### config.mk
export PLATFORM = sky130hd
export DESIGN_NAME = card_dealer
export DESIGN_NICKNAME = d
export VERILOG_FILES = /design/src/rtl/bj_pkg.sv /design/src/rtl/card_value_map.sv /design/src/rtl/card_dealer.sv
export SDC_FILE = /design/constraint.sdc
export NUM_CORES = 1
export LEC_CHECK = 0
export CAP_MARGIN = 25
export CELL_PAD_IN_SITES_DETAIL_PLACEMENT = 1
export CELL_PAD_IN_SITES_GLOBAL_PLACEMENT = 1
export CORE_UTILIZATION = 45
export CTS_BUF_LIST = sky130_fd_sc_hd__clkbuf_8
export CTS_CLUSTER_SIZE = 24
export DETAILED_ROUTE_END_ITERATION = 8
export PLACE_DENSITY = 0.76
export SLEW_MARGIN = 10
export SYNTH_ARGS = -nofsm -noshare
export SYNTH_HDL_FRONTEND = slang
export SYNTH_HIERARCHICAL = 1
export SYNTH_SLANG_ARGS = --single-unit
### constraint.sdc
create_clock -name clk -period 4.7 [get_ports clk]
set_input_delay 0.47 -clock clk [delete_from_list [all_inputs] [get_ports clk]]
set_output_delay 0.47 -clock clk [all_outputs]
set_load 0.01 [all_outputs]
### src/rtl/bj_pkg.sv
// Types and constants shared by the blackjack datapath blocks.
package bj_pkg;
    localparam int DECK_SIZE = 52;
    localparam int RANKS     = 13;

    typedef logic [5:0] card_idx_t;
    typedef logic [3:0] card_val_t;

    typedef enum logic [1:0] {
        ST_IDLE,
        ST_PROBE,
        ST_PRESENT
    } dealer_state_t;
endpackage

### src/rtl/card_value_map.sv
// Deck index to blackjack value: rank = index mod 13, ace = 1, faces = 10.
module card_value_map
    import bj_pkg::*;
(
    input  card_idx_t idx,
    output card_val_t value
);
    card_idx_t rank;

    always_comb begin
        rank = idx;
        if (idx >= 6'(3 * RANKS))      rank = idx - 6'(3 * RANKS);
        else if (idx >= 6'(2 * RANKS)) rank = idx - 6'(2 * RANKS);
        else if (idx >= 6'(RANKS))     rank = idx - 6'(RANKS);

        if (rank == 6'd0)       value = 4'd1;
        else if (rank <= 6'd9)  value = rank[3:0] + 4'd1;
        else                    value = 4'd10;
    end
endmodule

### src/rtl/card_dealer.sv
// Draws cards without replacement from a 52-card bitmap; an LFSR picks the
// start index and collisions are resolved by linear probing.
module card_dealer
    import bj_pkg::*;
#(
    parameter logic [15:0] LFSR_SEED = 16'hACE1
) (
    input  logic       clk,
    input  logic       rst,
    input  logic       shuffle,
    input  logic       draw_req,
    output logic [3:0] card_value,
    output logic [5:0] card_index,
    output logic       card_ready,
    output logic [5:0] cards_left,
    output logic       deck_empty,
    output logic       busy
);
    dealer_state_t          state;
    logic [15:0]            lfsr;
    logic [15:0]            lfsr_next;
    logic [DECK_SIZE-1:0]   used;
    card_idx_t              cand;
    card_idx_t              start;
    card_val_t              cand_val;

    // Galois form of x^16+x^14+x^13+x^11, shifting right.
    assign lfsr_next = {1'b0, lfsr[15:1]} ^ (lfsr[0] ? 16'hB400 : 16'h0000);
    assign start     = (lfsr[5:0] >= 6'(DECK_SIZE)) ? lfsr[5:0] - 6'(DECK_SIZE) : lfsr[5:0];

    card_value_map u_map (
        .idx   (cand),
        .value (cand_val)
    );

    assign card_ready = (state == ST_PRESENT);
    assign busy       = (state != ST_IDLE);

    always_ff @(posedge clk) begin
        if (!rst) begin
            state      <= ST_IDLE;
            lfsr       <= LFSR_SEED;
            used       <= '0;
            cand       <= '0;
            card_index <= '0;
            card_value <= '0;
            cards_left <= 6'(DECK_SIZE);
            deck_empty <= 1'b0;
        end else begin
            // The LFSR keeps running regardless of state so request timing adds entropy.
            lfsr <= lfsr_next;
            if (shuffle) begin
                state      <= ST_IDLE;
                used       <= '0;
                cards_left <= 6'(DECK_SIZE);
                deck_empty <= 1'b0;
            end else begin
                case (state)
                    ST_IDLE: begin
                        if (draw_req && !deck_empty) begin
                            cand  <= start;
                            state <= ST_PROBE;
                        end
                    end
                    ST_PROBE: begin
                        if (!used[cand]) begin
                            used[cand] <= 1'b1;
                            card_index <= cand;
                            card_value <= cand_val;
                            cards_left <= cards_left - 6'd1;
                            deck_empty <= (cards_left == 6'd1);
                            state      <= ST_PRESENT;
                        end else begin
                            cand <= (cand == 6'(DECK_SIZE - 1)) ? 6'd0 : cand + 6'd1;
                        end
                    end
                    ST_PRESENT: state <= ST_IDLE;
                    default:    state <= ST_IDLE;
                endcase
            end
        end
    end
endmodule

==> run metrics, run 1 <==
clock buffer depth=2; top post-synthesis cells by count=dfxtp_1, nor2_1, a31oi_1; Vias=3895; worst hold path class=reg -> reg; Worst Tran Pin Value=0.974 ns; row count=36; cts bufs inserted=9; CTS H-Tree Depth=3; Root Driver=clkbuf_8; CP Capture Type=register; Final Total Pwr=1.68 mW; fmax=280 MHz; Vias per Instance=5.87; crit path max fanout=32; fill count=1178; cell area after layout=5150 um^2; Hold Crit Start=lfsr[12]; fin crit share=75.9%; Most common cell on crit path=buf_4; number of enable flip-flop cells after synthesis=0; Max stage delay on crit path=0.79 ns; Clock Sinks=93; Skew-Pair Late Insertion Delay=0.37 ns; status=complete, no violations; initial drt markers=214; leak pwr=1.83 nW; Net Count, Synth=532; Final ANT Viol Nets=0; initial core utilization=46.5%; Core ar.=9820 um^2; Worst Hold End=lfsr[11]; Max Slew Vio Count=0; Final Routed Wirelength=12200 um; hpwl dp=8330 um; Worst Hold Path Cells=1; Post-Synthesis Cells=512; r2r setup slk=1.13 ns; yosys warns=6; layout cells sized above 1=10.4%; average footprint of a synthesized cell=8.92 um^2; Post-DP Area=4920 um^2; antenna violations before repair=0; Yosys top cell area share=40.7%; CP Cell Sequence=buf_4 -> mux2i_1 -> o2bb2ai_1 -> a211o_1 -> a221o_1 -> nor3_4 -> buf_4 -> a31oi_1 -> nor2_1; worst vdd ir=0.235 mV; Netlist Area Pre-Place=4570 um^2; DRT Pass-1 Iters=5; Final Hold Slack=0.435 ns; WP data required=5.00 ns; first-pass GRT wire length=19800 um; global placer's final weighted congestion=0.821; post_cts resized=0; crit start category=register; CTS tree=built; # DRC=0; Non-Filler Instances=664; final-report setup violation count=0; max-cap violations=0; count of final hold-check violations=0; number of global-route vias before repair=3914; Buffers on Ports=22; Placed Cells=648; top-count cell post-synth=dfxtp_1; die height=103 um; die width=103 um; WS Path Type=reg -> reg; library cells used by synthesis=67; RSZ-0062 raised after global routing=false; Clk pin slew, worst setup/hold paths=0.09 ns; area leader, netlist=dfxtp_1; RR Startpoint=cand[1]; final setup skew=0.00689 ns; IO Count=23; Worst R2R Path Depth=9; GRT overflow=0; asr flop ratio synth=0%; ANT cells=0; Pwr Density=326 nW/um^2; P&R area growth vs syn=12.7%; CP arrival=3.87 ns; Main synth FF type=dfxtp_1; Crit-path slowest cell=dfxtp_1; headroom to the max-slew limit=35.0%; final setup TNS=0 ns; die footprint=10600 um^2; final-stage net count=547; Yosys reg bits=93; drt wl/cell=18.4 um; hold_buf cts=0; final period demand of the worst path=3.57 ns; r2r endpoint=used[20]; Tot GR Track Use=24.4%; Synth area leaders=dfxtp_1, a31oi_1, nor2_1; Setup Fix Bufs, Post-CTS=0; largest net degree at the start of global routing=46; sequential area share after synthesis=40.7%
[per-stage QoR]
stage	utilization (%)	setup slack [ns]
floorplan	-	1.72
CTS	52.4	1.09
global placement	49.8	1.30
global route	52.4	0.855
detailed placement	50.1	1.13
finish	52.4	1.13
[critical path: cells and delay by family (launching register included)]
family,cells,cell delay (ns)
buf+inv,2,0.84
simple gates,2,0.56
flops,1,0.79
mux,1,0.22
compound gates,4,1.05
[cell families (layout without fill, tap and decap cells)]
family | Yosys count | in the layout | share of synthesized area [%]
adders and majority gates | 16 | 16 | 4.38
buffers and inverters | 56 | 75 | 5.48
DFF | 93 | 93 | 40.7
AOI/OAI and AO/OA | 127 | 127 | 20.2
xor gates and xnor gates | 9 | 9 | 1.73
muxes | 32 | 32 | 8.05
and+or+nand+nor | 179 | 179 | 19.4
[flip-flops by register name, summed over array words and instances, names as in the netlist]
signal and count:
state 2, card_value 4, card_index 6, lfsr 16
used 52, cand 6, deck_empty 1, cards_left 6
[layout by cell type (no fill, tap or decap), types with 4 or more instances in the layout]
cell,n
o31ai_1,6
a211oi_1,7
o21ai_0,6
xnor2_1,9
nor2b_1,4
clkbuf_8,10
buf_4,14
mux2i_1,27
ha_1,16
clkdlybuf4s50_1,22
nor3_1,9
or2_2,4
a21oi_1,14
a31oi_1,53
nand2_1,15
and3_1,4
dfxtp_1,93
nand3_1,13
o21ai_1,6
inv_1,20
nand2b_1,12
and2_1,9
nor2_1,87
[layer usage]
layer,wire [um],track usage (%),part of all wire (%),up-vias
li1,-,-,-,1873
met1,5690,30.5,47,1947
met2,5990,42.2,49,57
met3,299,5.15,2.4,18
met4,221,7.69,1.8,0
met5,0,0,0,-
[cell type report]
type / count / area [um^2] / share of cell area (%)
timing repair buffer: 39 / 355 / 6.90
sequential: 93 / 1860 / 36.2
inverter: 21 / 78.8 / 1.53
clock inverter: 5 / 82.6 / 1.60
multi-input combinational: 363 / 2470 / 47.9
clock buffer: 10 / 138 / 2.67
tap: 133 / 166 / 3.23
[worst max path at each step]
stage,startpoint,to,slack [ns]
finish,cand[1],used[20],1.13
global placement,cand[2],card_value[0],1.30
floorplan,cand[1],card_value[0],1.72
detailed placement,cand[1],card_value[0],1.13
CTS,cand[1],used[20],1.09
global route,cand[1],card_value[0],0.85
[power by group]
| group | leakage, nW | internal [mW] | switching (mW) |
|---|---|---|---|
| clock | 0.113 | 0.314 | 0.291 |
| combinational | 0.964 | 0.0953 | 0.148 |
| sequential | 0.755 | 0.804 | 0.0241 |
| total | 1.83 | 1.21 | 0.463 |
(Power assumes the default switching activity.)
==> inputs of run 2 (changes only) <==
- clock period: 4.7 -> 3.45 ns (I/O delays scaled with it)
==> run metrics, run 2 (synthesized netlist as in run 1, its figures left out) <==
status=complete, no violations; drt wl/cell=18.0 um; final-report setup violation count=0; Vias=3899; global placer's final weighted congestion=0.825; max reg flops=52; CTS H-Tree Depth=3; Post-DP Area=4970 um^2; CP Cell Sequence=buf_4 -> buf_4 -> mux2_2 -> a22oi_1 -> o32ai_4 -> o311ai_4 -> a211oi_1 -> a211oi_1; most common cell after layout, fill and taps aside=dfxtp_1; headroom to the max-slew limit=45.7%; Register Area=1860 um^2; Final Routed Wirelength=12100 um; die footprint=10600 um^2; GRT overflow=0; final-stage net count=553; Clock Sinks=93; layout cells sized above 1=11.2%; leak pwr=1.85 nW; Setup Fix Bufs, Post-CTS=0; final setup TNS=0 ns; Comb pwr share=16.3%; multi-input logic area=2470 um^2; ANT cells=0; final setup skew=0.0103 ns; fmax=315 MHz; Root Driver=clkbuf_8; WS Path Type=reg -> reg; hold_buf cts=0; CTS tree=built; clock buffer depth=2; worst hold path class=reg -> reg; Max stage delay on crit path=0.67 ns; cts bufs inserted=9; Non-Filler Instances=671; DRT Pass-1 Iters=4; cell area after layout=5150 um^2; most frequent cells in the layout=dfxtp_1, nor2_1, a31oi_1; fill count=1186; CP Capture Type=register; Clk pin slew, worst setup/hold paths=0.10 ns; RSZ-0062 raised after global routing=false; Final Total Pwr=2.15 mW; final period demand of the worst path=3.18 ns; clock power share=31.7%; Final ANT Viol Nets=0; count of final hold-check violations=0; Tot GR Track Use=24.4%; Net Sw Frac=29.5%; sequential power share=51.9%; row count=36; Placed Cells=655; r2r setup slk=0.27 ns; Buffers on Ports=22; Core ar.=9820 um^2; Pwr Density=417 nW/um^2; largest net degree at the start of global routing=58; CP delay by family, top=compound AO/OA/AOI/OAI gates; worst vdd ir=0.231 mV; Skew-Pair Late Insertion Delay=0.37 ns; CP arrival=3.42 ns; die width=103 um; antenna violations before repair=0; fin crit share=92.1%; Biggest register=used; IO Count=23; P&R area growth vs syn=12.7%; Cell Int Power=1.51 mW; Vias per Instance=5.81; crit path max fanout=13; Crit path buffers/inverters=2; Crit-path slowest cell=dfxtp_1; # DRC=0; WP data required=3.69 ns; Max Slew Vio Count=0; initial drt markers=161; Regs by FF count=used: 52 flops, lfsr: 16 flops; max-cap violations=0; first-pass GRT wire length=19700 um; crit start category=register; post_cts resized=0; initial core utilization=46.5%; Worst Tran Pin Value=0.809 ns; hpwl dp=8400 um; number of global-route vias before repair=3860; Net Sw Power=0.633 mW; die height=103 um
[run 2: layout make-up]
cell class / count / area share, %
Inverter: 21 / 1.53
Sequential cell: 93 / 36.2
Tap cell: 133 / 3.23
Clock inverter: 6 / 0.754
Multi-Input combinational cell: 363 / 47.9
Timing Repair Buffer: 45 / 7.73
Clock buffer: 10 / 2.67
[run 2: path summary, 6_finish.rpt]
| check | end | start | depth (start not counted) |
|---|---|---|---|
| setup reg to reg | cand[1] | cand[2] | 8 |
| hold / removal | lfsr[11] | lfsr[12] | 1 |
| setup / recovery | cand[1] | cand[2] | 8 |
| hold reg to reg | lfsr[11] | lfsr[12] | 1 |
[run 2: layer usage]
| layer | wire [um] | share of wire (%) | track usage, % |
|---|---|---|---|
| met1 | 5720 | 47 | 32.6 |
| met3 | 393 | 3.3 | 3.80 |
| met5 | 0 | 0 | 0 |
| met2 | 5860 | 48 | 40.9 |
| met4 | 114 | 0.94 | 6.93 |
[run 2: stage by stage]
| step | worst slack [ns] | hold slack, ns | util (%) |
|---|---|---|---|
| global placement | 0.400 | 0.389 | 50.5 |
| detailed placement | 0.324 | 0.394 | 50.6 |
| CTS | 0.254 | 0.416 | 52.4 |
| global route | 0.111 | 0.448 | 52.4 |
| finish | 0.272 | 0.413 | 52.4 |
| floorplan | 0.474 | 0.386 | - |
[run 2: power by group through the flow]
| stage | logic (mW) | clock network [mW] | registers [mW] |
|---|---|---|---|
| after floorplan | 0.248 | 0 | 1.14 |
| after global placement | 0.334 | 0 | 1.14 |
| after detailed placement | 0.351 | 0 | 1.14 |
| after CTS | 0.352 | 0.695 | 1.12 |
| after global routing | 0.386 | 0.741 | 1.12 |
| final | 0.351 | 0.681 | 1.12 |
